<file path="src/rtl/int_to_fp32_norm.sv">
// int_to_fp32_norm: pipelined 64-bit integer to IEEE-754 binary32 converter with round-to-nearest-even
module lzc64 (
  input  logic [63:0] a,
  output logic [6:0]  cnt
);
  // leading-zero count of a; 64 when a is zero
  always_comb begin
    cnt = 7'd64;
    for (int i = 0; i < 64; i++)
      if (a[i]) cnt = 7'(63 - i);
  end
endmodule

module int_to_fp32_norm #(
  parameter bit SIGNED = 1'b1
) (
  input  logic        clk,
  input  logic        rst_n,
  input  logic        in_valid,
  output logic        in_ready,
  input  logic [63:0] in_data,
  output logic        out_valid,
  input  logic        out_ready,
  output logic [31:0] out_data,
  output logic        out_inexact
);
  logic        v1, v2, v3;
  logic        r1, r2;
  logic        s1_sign, s2_sign, s2_zero;
  logic [63:0] s1_mag, s2_norm;
  logic [5:0]  s2_lz;
  logic [6:0]  lz;
  logic        in_sign;
  logic [63:0] in_mag, norm;
  logic [22:0] frac;
  logic        guard, sticky, rnd;
  logic [23:0] frac_r;
  logic [7:0]  exp_r;

  assign r2        = ~v3 | out_ready;
  assign r1        = ~v2 | r2;
  assign in_ready  = ~v1 | r1;
  assign out_valid = v3;

  lzc64 u_lzc (
    .a   (s1_mag),
    .cnt (lz)
  );

  // per-stage datapath: absolute value, normalize shift, round and exponent adjust
  always_comb begin
    in_sign = SIGNED & in_data[63];
    in_mag  = in_sign ? ~in_data + 64'd1 : in_data;
    norm    = s1_mag << lz[5:0];
    frac    = s2_norm[62:40];
    guard   = s2_norm[39];
    sticky  = |s2_norm[38:0];
    rnd     = guard & (sticky | frac[0]);
    frac_r  = {1'b0, frac} + 24'(rnd);
    exp_r   = 8'd190 - {2'b00, s2_lz} + 8'(frac_r[23]);
  end

  // elastic pipeline: a stage loads only on a real transfer so bubbles never disturb held data
  always_ff @(posedge clk) begin
    if (!rst_n) begin
      v1          <= 1'b0;
      v2          <= 1'b0;
      v3          <= 1'b0;
      s1_sign     <= 1'b0;
      s1_mag      <= 64'd0;
      s2_sign     <= 1'b0;
      s2_zero     <= 1'b0;
      s2_norm     <= 64'd0;
      s2_lz       <= 6'd0;
      out_data    <= 32'd0;
      out_inexact <= 1'b0;
    end else begin
      if (in_ready) v1 <= in_valid;
      if (in_ready & in_valid) begin
        s1_sign <= in_sign;
        s1_mag  <= in_mag;
      end
      if (r1) v2 <= v1;
      if (r1 & v1) begin
        s2_sign <= s1_sign;
        s2_norm <= norm;
        s2_lz   <= lz[5:0];
        s2_zero <= lz[6];
      end
      if (r2) v3 <= v2;
      if (r2 & v2) begin
        out_data    <= s2_zero ? 32'd0 : {s2_sign, exp_r, frac_r[22:0]};
        out_inexact <= ~s2_zero & (guard | sticky);
      end
    end
  end
endmodule

</file>
<file path="config.mk">
export PLATFORM = sky130hd
export DESIGN_NAME = int_to_fp32_norm
export DESIGN_NICKNAME = d
export VERILOG_FILES = /design/src/rtl/int_to_fp32_norm.sv
export SDC_FILE = /design/constraint.sdc
export NUM_CORES = 1
export LEC_CHECK = 0
export CAP_MARGIN = 20
export CELL_PAD_IN_SITES_DETAIL_PLACEMENT = 0
export CELL_PAD_IN_SITES_GLOBAL_PLACEMENT = 2
export CORE_MARGIN = 5
export CORE_UTILIZATION = 42
export CTS_BUF_LIST = sky130_fd_sc_hd__clkbuf_4 sky130_fd_sc_hd__clkbuf_8
export DETAILED_ROUTE_END_ITERATION = 8
export DONT_BUFFER_PORTS = 1
export PLACE_DENSITY_LB_ADDON = 0.1
export SYNTH_ARGS = -nofsm -noshare
export SYNTH_HDL_FRONTEND = slang
export SYNTH_SLANG_ARGS = --single-unit
</file>
<file path="constraint.sdc">
create_clock -name clk -period 6.6 [get_ports clk]
set_input_delay 0.99 -clock clk [delete_from_list [all_inputs] [get_ports clk]]
set_output_delay 0.99 -clock clk [all_outputs]
set_load 0.01 [all_outputs]
</file>
; Word level (Yosys, flattened, before mapping)
; Index checks and enable logic that the tools add are counted.
[totals]
reg_bits = 172
in_bits = 68
out_inout_bits = 35
elab_cells = 98
[classes]
addsub = 4
n_shift = 1
n_mux = 66
bitwise = 15
n_reduce_logical = 1
[ops]
columns = cell, n
row1 = $mux 7, 64
row2 = $add 64x1->64 const B, 1
row3 = $mux 64, 1
row4 = $not 64->64, 1
row5 = $shl 64x6->63, 1
row6 = $reduce_or 39->1, 1
row7 = $mux 32, 1
row8 = $add 23x1->24, 1
row9 = $add 8x1->8, 1
row10 = $sub 8x6->8 const A, 1
row11 = $and 1x1->1, 5
row12 = $or 1x1->1, 5
row13 = $not 1->1, 4

; Depth between registers and ports, before layout
; Gate-level depths: netlist of the first run.
[depth]
ltp_word = 65
depth_mapped = 17
mapped_depth_nobuf = 17

; Modules after synthesis
; Synthesis of the first run repeated with hierarchy kept, for this count alone.
[unflattened]
cells_unflattened = 1619
area_unflattened_um2 = 13374.1
[by_module_without_submodules]
columns = mod, n_inst, cells_per_inst, area_per_inst_um2
row1 = int_to_fp32_norm, 1, 1472, 12514.5
row2 = lzc64, 1, 147, 859.6

; Worst setup path before layout of the first run
; Ideal clock, no wire load.
[synth_path]
kind = input -> register
from = input in_data[18]
to = register s1_mag[61]
setup_ps = 86
t_arrival_ps = 4410
required_time_ps = 6514
setup_slack_ps = 2104
cell_stages = 11
path_buffers = 0
path_cell_list = or4_4 or3_4 or4b_4 nor3_2 nand3_2 or4_4 or4_4 or3_4 o31ai_4 xor2_1 a211oi_1
[synth_between]
elab_chain_len = 3
[synth_lines]
columns = item, line_no
row1 = "start, declared", 21  ; input logic [63:0] in_data,
row2 = $not 64->64, 53  ; in_mag = in_sign ? ~in_data + 64'd1 : in_data;
row3 = $add 64x1->64, 53
row4 = $mux 64, 53
row5 = "end signal, assigned", 81  ; s1_mag <= in_mag;
row6 = "end, declared", 30  ; logic [63:0] s1_mag, s2_norm;
; Every way passes these cells.
; A chain may end at the register's enable or synchronous reset.

; Worst setup path in the final report of the first run
[layout_path]
from = register s1_mag[48]
to = register s2_norm[61]
[layout_between]
elab_chain_len = 17
[layout_lines]
columns = item, line_no
row1 = $mux 7 (16 in series), 10  ; if (a[i]) cnt = 7'(63 - i);
row2 = $shl 64x6->63 (*), 54  ; norm = s1_mag << lz[5:0];
row3 = "end signal, assigned", 86  ; s2_norm <= norm;
row4 = "end, declared", 30
; Mark *: on every way between the ends. The rest lies on a longest branch, timed or not.

==> results of run 1 <==
[cell type report]
cell class / instances / area (um2) / share of cell area
inverters: 20 / 77.57 / 0.005837
multi-input cells: 1336 / 8742 / 0.6578
clock inverters: 14 / 143.9 / 0.01083
clock buffers: 18 / 247.7 / 0.01864
flip-flops and latches: 172 / 3443 / 0.2591
repair buffers: 18 / 147.6 / 0.01111
well taps: 390 / 488.0 / 0.03672
[metal layers]
metal  up-vias  share of wire
met3        56          0.054
met1      5864           0.46
li1       6021              -
met2       409           0.45
met5         -              0
met4         0          0.031
[critical path, stage by stage, from the launching register on]
cell and delay [ps]:
dfxtp_1 440, nor4_1 950, o211ai_1 290, a211oi_1 550, nand2b_4 870, mux2_2 430, nor2_1 100, a211oi_1 70
a31oi_1 510, o22ai_1 120, a2111oi_0 440, a21oi_1 110
[stage by stage]
stage / setup WS, ps / utilization / area [um2] / std cells
2_1_floorplan: 2104 / - / 12790 / 1689
3_3_place_gp: 1806 / 0.4318 / 12900 / 1936
3_5_place_dp: 1660 / 0.4318 / 12900 / 1936
4_1_cts: 1629 / 0.4449 / 13290 / 1968
5_1_grt: 1128 / 0.4449 / 13290 / 1968
6_report: 1578 / 0.4449 / 13290 / 1968
[path summary, 6_finish.rpt]
path | startpoint | to | slack (ps) | cells after the start
max | s1_mag[48] | s2_norm[61] | 1580 | 11
min reg2reg | s2_norm[30] | s2_norm[30] | 450 | 2
max reg2reg | s1_mag[48] | s2_norm[61] | 1580 | 11
min | s2_norm[30] | s2_norm[30] | 450 | 2
[layout by cell type (no fill, tap or decap), types with 9 or more instances in the layout]
cell,synthesis,routed
nand2b_1,11,9
or3_1,12,11
a22o_1,11,11
clkbuf_8,0,18
a22oi_1,63,63
nor3_1,37,35
inv_1,19,19
a211oi_1,87,86
nand3_1,36,36
a31oi_1,13,11
o21ai_0,67,67
o31ai_1,21,21
dfxtp_1,172,172
mux2i_1,166,166
nand2_1,184,183
nand4_1,15,15
buf_4,0,17
xor2_1,63,63
nor4_1,29,29
a21oi_1,90,90
o211ai_1,18,18
or4_1,13,13
mux2_2,17,17
nor2_1,201,200
xnor2_1,22,22
o41ai_1,9,9
o22ai_1,18,18
and3_1,11,11
[flip-flops by register name, indices dropped and copies added (netlist names), 6 cells and up]
signal,flops
s1_mag,64
s2_lz,6
out_data,32
s2_norm,63
[where the power goes]
group / switching (uW) / leakage (uW) / internal [uW]
registers: 122 / 0.00141 / 1110
clock network: 481 / 0.000190 / 291
logic: 876 / 0.00334 / 468
[cells by family after synthesis]
kind of cell | count (synthesis) | synth area share
buffers and inverters | 181 | 0.05361
and+or+nand+nor | 597 | 0.2174
AOI/OAI and AO/OA | 466 | 0.2517
muxes | 183 | 0.1449
xor gates and xnor gates | 85 | 0.05821
adders and majority gates | 5 | 0.004892
DFF | 172 | 0.2692
==> flow_summary.ini, run 1 <==
[run_status]
outcome = completed

[timing]
fin_hold_ws_ps = 448.6
period_share = 0.7609
tightest_slew_ps = 1089
setup_viol_count_final = 0
final_max_slew_viol_count = 0
fmax_mhz = 199.1
setup_tns_ps = 0
relSlewSlack = 0.2662
fin_skew_ps = 18.30
grt_setup_unrepaired = no
finalHoldViolCount = 0
fin_crit_ps = 5022

[synthesis]
synth_top_area_frac = 0.2692
synth_edf_count = 0
yosysWarningCount = 0
async_reset_ff_frac = 0
netlist_area_um2 = 12790
yosysTopAreaCell = dfxtp_1
yosys-top-cells-area = dfxtp_1 (27%), mux2i_1 (13%), nor2_1 (5.9%)
syn_avg_cell_area_um2 = 7.572
synth-seq-cells = 172
synth_cells = 1689
synth_nets = 1762
synth_cell_types = 71
yosys-top-cells-count = nor2_1 (201), nand2_1 (184), dfxtp_1 (172), mux2i_1 (166), clkbuf_1 (139)
yosysMostFrequentCell = nor2_1
synthFlopType = dfxtp_1
seq_area_frac_synth = 0.2692

[global_route]
grt_pass1_wl_um = 70590
first_global_vias = 11930
antenna_found_initial = 0
use_met3 = 0.03651
grt_usage = 0.2625
globalRouteOverflowTotal = 0
busiest_layer = met2
grt_max_degree = 86
grt_use_met1 = 0.3653
met2_usage = 0.4197

[layout]
drive_above_1_share = 0.06907
n_fill_cell = 3108
syn2layout_area_growth_pct = 3.923
insertedDiodeCount = 0
final_nets = 1638

[pwr]
power.density_nw_per_um2 = 252.1
ir_drop_v = 0.0001608
total_power_uw = 3350
p_leak_uw = 0.004942

[placement]
gp_congestion = 0.9304
hpwl_um = 33640
io_buffers = 0

[drt]
ant_nets = 0
wirelength_um = 45380
drt_iter0_drc = 1094
drc = 0
drt_pass1_iterations = 5
num_vias = 12350
wl_per_cell_um = 23.06
via_per_inst = 6.275

[clock_network]
hold_buffers = 0
worstSkewPairLatency_ps = 490
clk_path_buf_depth = 2
cts.clk_slew.worst_paths_ps = 110
cts-resized-gates = 0
cts_root_buf = clkbuf_8
post_cts_buffers = 0
cts_sinks = 172
htreeDepth = 4
cts_tree = built
cts_buffers = 17

[setup_path]
critical_path_class = flip-flop to flip-flop
crit_arrival_ps = 5370
critical_path_required_ps = 6950
critPathMaxFanout = 72
cp-start-kind = flip-flop
cp-end-kind = flip-flop

[die]
dieArea_um2 = 34040
fp.dieH_um = 184.5
rows = 63
initial_core_util = 0.4281
core_region_area_um2 = 29870
die_w_um = 184.5
ios = 103

[hold_path]
hold_path_class = flip-flop to flip-flop

[flow_run]
maxCapViolations = 0
No activity file was read; power rests on OpenSTA's default activity.
==> run 2, diff against run 1 <==
CORE_UTILIZATION = 39   (was 42)
clock period = 5.05 ns   (was 6.6 ns; I/O delays follow)
==> flow_summary.ini, run 2 (same netlist as run 1, synthesis figures left out) <==
[timing]
fmax_mhz = 223.8
fin_hold_ws_ps = 379.7
setup_ws_ps = 582.3
finalHoldViolCount = 0
period_share = 0.8847
final_max_slew_viol_count = 0
relSlewSlack = 0.3407
fin_crit_ps = 4468
grt_setup_unrepaired = no
tightest_slew_ps = 978.6
setup_tns_ps = 0
setup_viol_count_final = 0
fin_skew_ps = 20.23

[setup_path]
crit_arrival_ps = 4830
critPathMaxFanout = 31
critical_path_required_ps = 5410
critical_path_class = flip-flop to flip-flop
cp-end-kind = flip-flop
cp-start-kind = flip-flop

[clock_network]
cts_root_buf = clkbuf_8
hold_buffers = 0
post_cts_buffers = 0
clk_path_buf_depth = 2
cts_buffers = 17
htreeDepth = 4
cts.clk_slew.worst_paths_ps = 110
worstSkewPairLatency_ps = 500
cts-resized-gates = 0
cts_sinks = 172
cts_tree = built

[layout]
most-common-layout-cells = nor2_1 (200), nand2_1 (183), dfxtp_1 (172)
reg.largest.list = s1_mag: 64 flops, s2_norm: 63 flops, out_data: 32 flops
final_nets = 1672
drive_above_1_share = 0.08871
final_util = 0.4206
final_area_um2 = 13650
largest_register_ffs = 64
syn2layout_area_growth_pct = 6.731
mostFrequentLayoutCell = nor2_1
largest_register = s1_mag
insertedDiodeCount = 0

[drt]
num_vias = 12570
wirelength_um = 47360
via_per_inst = 6.120
drc = 0
drt_iter0_drc = 1033
drt_pass1_iterations = 5
wl_per_cell_um = 23.06
ant_nets = 0

[global_route]
globalRouteOverflowTotal = 0
first_global_vias = 11930
grt_max_degree = 124
antenna_found_initial = 0
grt_usage = 0.2559
grt_pass1_wl_um = 73220

[flow_run]
maxCapViolations = 0

[placement]
postPlaceCellArea_um2 = 13240
dp_slack_ps = 563.9
hpwl_um = 35800
io_buffers = 0
gp_congestion = 0.9317

[die]
initial_core_util = 0.3941
core_region_area_um2 = 32450
ios = 103
dieArea_um2 = 36510
die_w_um = 191.1
fp.dieH_um = 191.1
rows = 66

[pwr]
power.density_nw_per_um2 = 332.3
p_leak_uw = 0.005127
ir_drop_v = 0.0001757

[hold_path]
hold_path_class = input port to flip-flop

[run_status]
outcome = completed
run 2: critical path, stage by stage, from the launching register on:
cell and delay (ps):
dfxtp_1 440, nor4_1 750, o21ai_0 190, a211oi_1 640, nand2b_4 580, mux2_2 420
nor2_1 90, a31oi_1 70, a22oi_1 340, o22ai_1 130, a2111oi_0 530, a21oi_1 130
run 2: layout make-up:
cell class	instances	area, um2
repair buffers	52	427.9
fillers	3464	18800
clock inverters	13	156.4
inverters	20	77.57
flip-flops and latches	172	3443
well taps	442	553.0
multi-input cells	1336	8742
clock buffers	19	249.0
run 2: worst paths after layout:
path	slack, ps	end	depth (start not counted)	from
worst min-delay path	380	s2_norm[58]	1	rst_n
worst max register to register	580	s2_norm[61]	11	s1_mag[56]
worst max-delay path	580	s2_norm[61]	11	s1_mag[56]
worst min register to register	460	s2_norm[30]	2	s2_norm[30]
run 2: per-stage QoR:
stage / total power (uW) / instances
after global routing: 4763 / 2054
after floorplan: 2835 / 1689
after CTS: 4527 / 2054
after detailed placement: 3459 / 2022
final: 4536 / 2054
after global placement: 3458 / 2022
run 2: per-layer routing:
metal	GRT usage	share of wire	routed length, um
met1	0.3533	0.47	22080
met5	0	0	0
met4	0.1014	0.036	1695
met2	0.4084	0.46	21560
met3	0.02995	0.043	2026
run 2: report_power, final:
part           internal (uW)  leakage (uW)  switching, uW
combinational            670       0.00352           1180
sequential              1450       0.00141            160
clock                    464      0.000199            607
==> run 3, diff against run 2 <==
CELL_PAD_IN_SITES_DETAIL_PLACEMENT = 1   (was 0)
PLACE_DENSITY = 0.81   (was default)
PLACE_DENSITY_LB_ADDON = default   (was 0.1)
==> flow_summary.ini, run 3 (same netlist as run 1, synthesis figures left out) <==
[run_status]
outcome = completed

[setup_path]
cp-end-kind = flip-flop
cp-start-kind = flip-flop
critical_path_class = flip-flop to flip-flop
r2r-end = s2_norm[62]
critPathMaxFanout = 29
rrSetupSlack_ps = 500
regToRegStartpoint = s1_mag[55]
crit_arrival_ps = 4970
critical_path_required_ps = 5460
reg2reg_depth = 11

[die]
dieArea_um2 = 36510
ios = 103
fp.dieH_um = 191.1
die_w_um = 191.1
rows = 66
core_region_area_um2 = 32450
initial_core_util = 0.3941

[pwr]
p_leak_uw = 0.005239
power.density_nw_per_um2 = 337.3
ir_drop_v = 0.0001811

[global_route]
grt_use_met1 = 0.3509
busiest_layer = met2
grt_max_degree = 65
first_global_vias = 12790
grt_pass1_wl_um = 76990
use_met3 = 0.04328
met2_usage = 0.4465
antenna_found_initial = 0
grt_usage = 0.2682
globalRouteOverflowTotal = 0

[clock_network]
cts-resized-gates = 0
cts.clk_slew.worst_paths_ps = 110
hold_buffers = 0
cts_tree = built
cts_buffers = 17
cts_sinks = 172
post_cts_buffers = 0
worstSkewPairLatency_ps = 500
cts_root_buf = clkbuf_8
htreeDepth = 4
clk_path_buf_depth = 2

[layout]
largest_register = s1_mag
mostFrequentLayoutCell = nor2_1
n_fill_cell = 4027
reg.largest.list = s1_mag: 64 flops, s2_norm: 63 flops, out_data: 32 flops
largest_register_ffs = 64
drive_above_1_share = 0.09939
insertedDiodeCount = 0
syn2layout_area_growth_pct = 8.120
final_nets = 1690
most-common-layout-cells = nor2_1 (200), nand2_1 (183), dfxtp_1 (172)

[hold_path]
holdPathStages = 1
hold_path_class = input port to flip-flop
min_to = s2_norm[58]
hold_start = rst_n

[flow_run]
maxCapViolations = 0

[timing]
fin_crit_ps = 4555
final_max_slew_viol_count = 0
setup_tns_ps = 0
relSlewSlack = 0.3808
setup_viol_count_final = 0
fmax_mhz = 219.5
grt_setup_unrepaired = no
finalHoldViolCount = 0
fin_skew_ps = 22.28
period_share = 0.9020
tightest_slew_ps = 917.2
fin_hold_ws_ps = 404.7

[placement]
hpwl_um = 38280
io_buffers = 0
gp_congestion = 0.9413

[drt]
via_per_inst = 6.223
drc = 0
drt_pass1_iterations = 7
num_vias = 12890
wirelength_um = 50000
drt_iter0_drc = 911
ant_nets = 0
wl_per_cell_um = 24.13
[run 3: changes by cell type in the layout (fill, tap and decap cells not counted), sizes merged]
| cell | change |
|---|---|
| bufinv | +1 |
| inv | +1 |
| clkbuf | +1 |
| clkinv | -1 |
| clkinvlp | -2 |
| buf | +18 |
[run 3: final cells by class]
cell class,count,area [um2],share of cell area
timing repair buffer,70,575.6,0.04163
clock buffer,20,262.8,0.01900
sequential,172,3443,0.2490
clock inverter,12,175.2,0.01267
tap,442,553.0,0.04000
multi-input combinational,1336,8740,0.6321
inverter,20,77.57,0.005610
[run 3: routing by layer]
| layer | vias up | part of all wire | routed length, um |
|---|---|---|---|
| li1 | 6092 | - | - |
| met1 | 6387 | 0.45 | 22300 |
| met2 | 334 | 0.47 | 23350 |
| met3 | 81 | 0.050 | 2502 |
| met4 | 0 | 0.037 | 1849 |
| met5 | - | 0 | 0 |
[run 3: how the worst max path moves through the flow]
| stage | startpoint | to | slack, ps | cells after the start |
|---|---|---|---|---|
| floorplan | in_data[18] | s1_mag[61] | 790 | 11 |
| global placement | in_data[18] | s1_mag[61] | 560 | 11 |
| detailed placement | in_data[18] | s1_mag[59] | 510 | 11 |
| CTS | s1_mag[55] | s2_norm[62] | 590 | 11 |
| global route | s1_mag[55] | s2_norm[62] | 290 | 11 |
| finish | s1_mag[55] | s2_norm[62] | 500 | 11 |
[run 3: power breakdown]
group	leakage (uW)	total, uW	internal [uW]	switching, uW
registers	0.00141	1620	1450	164
logic	0.00361	1910	697	1210
clock network	0.000221	1140	531	611
[run 3: per-stage QoR]
| step | utilization | cell area, um2 | power (uW) | worst slack [ps] | std cells |
|---|---|---|---|---|---|
| floorplan | - | 12790 | 2835 | 786.6 | 1689 |
| global placement | 0.4126 | 13390 | 3481 | 555.4 | 2040 |
| detailed placement | 0.4126 | 13390 | 3508 | 505.3 | 2040 |
| CTS | 0.4261 | 13830 | 4651 | 588.2 | 2072 |
| global route | 0.4261 | 13830 | 4863 | 290.2 | 2072 |
| finish | 0.4261 | 13830 | 4664 | 495.0 | 2072 |
[run 3: worst max-delay path, stage by stage (launching register included)]
cell	delay (ps)
dfxtp_1	540
inv_1	110
a21oi_1	150
o21ai_0	180
nor4b_1	770
a211o_2	790
mux2i_1	250
o21ai_0	770
mux2i_1	150
mux2i_1	450
a21oi_1	130
o21ai_0	150
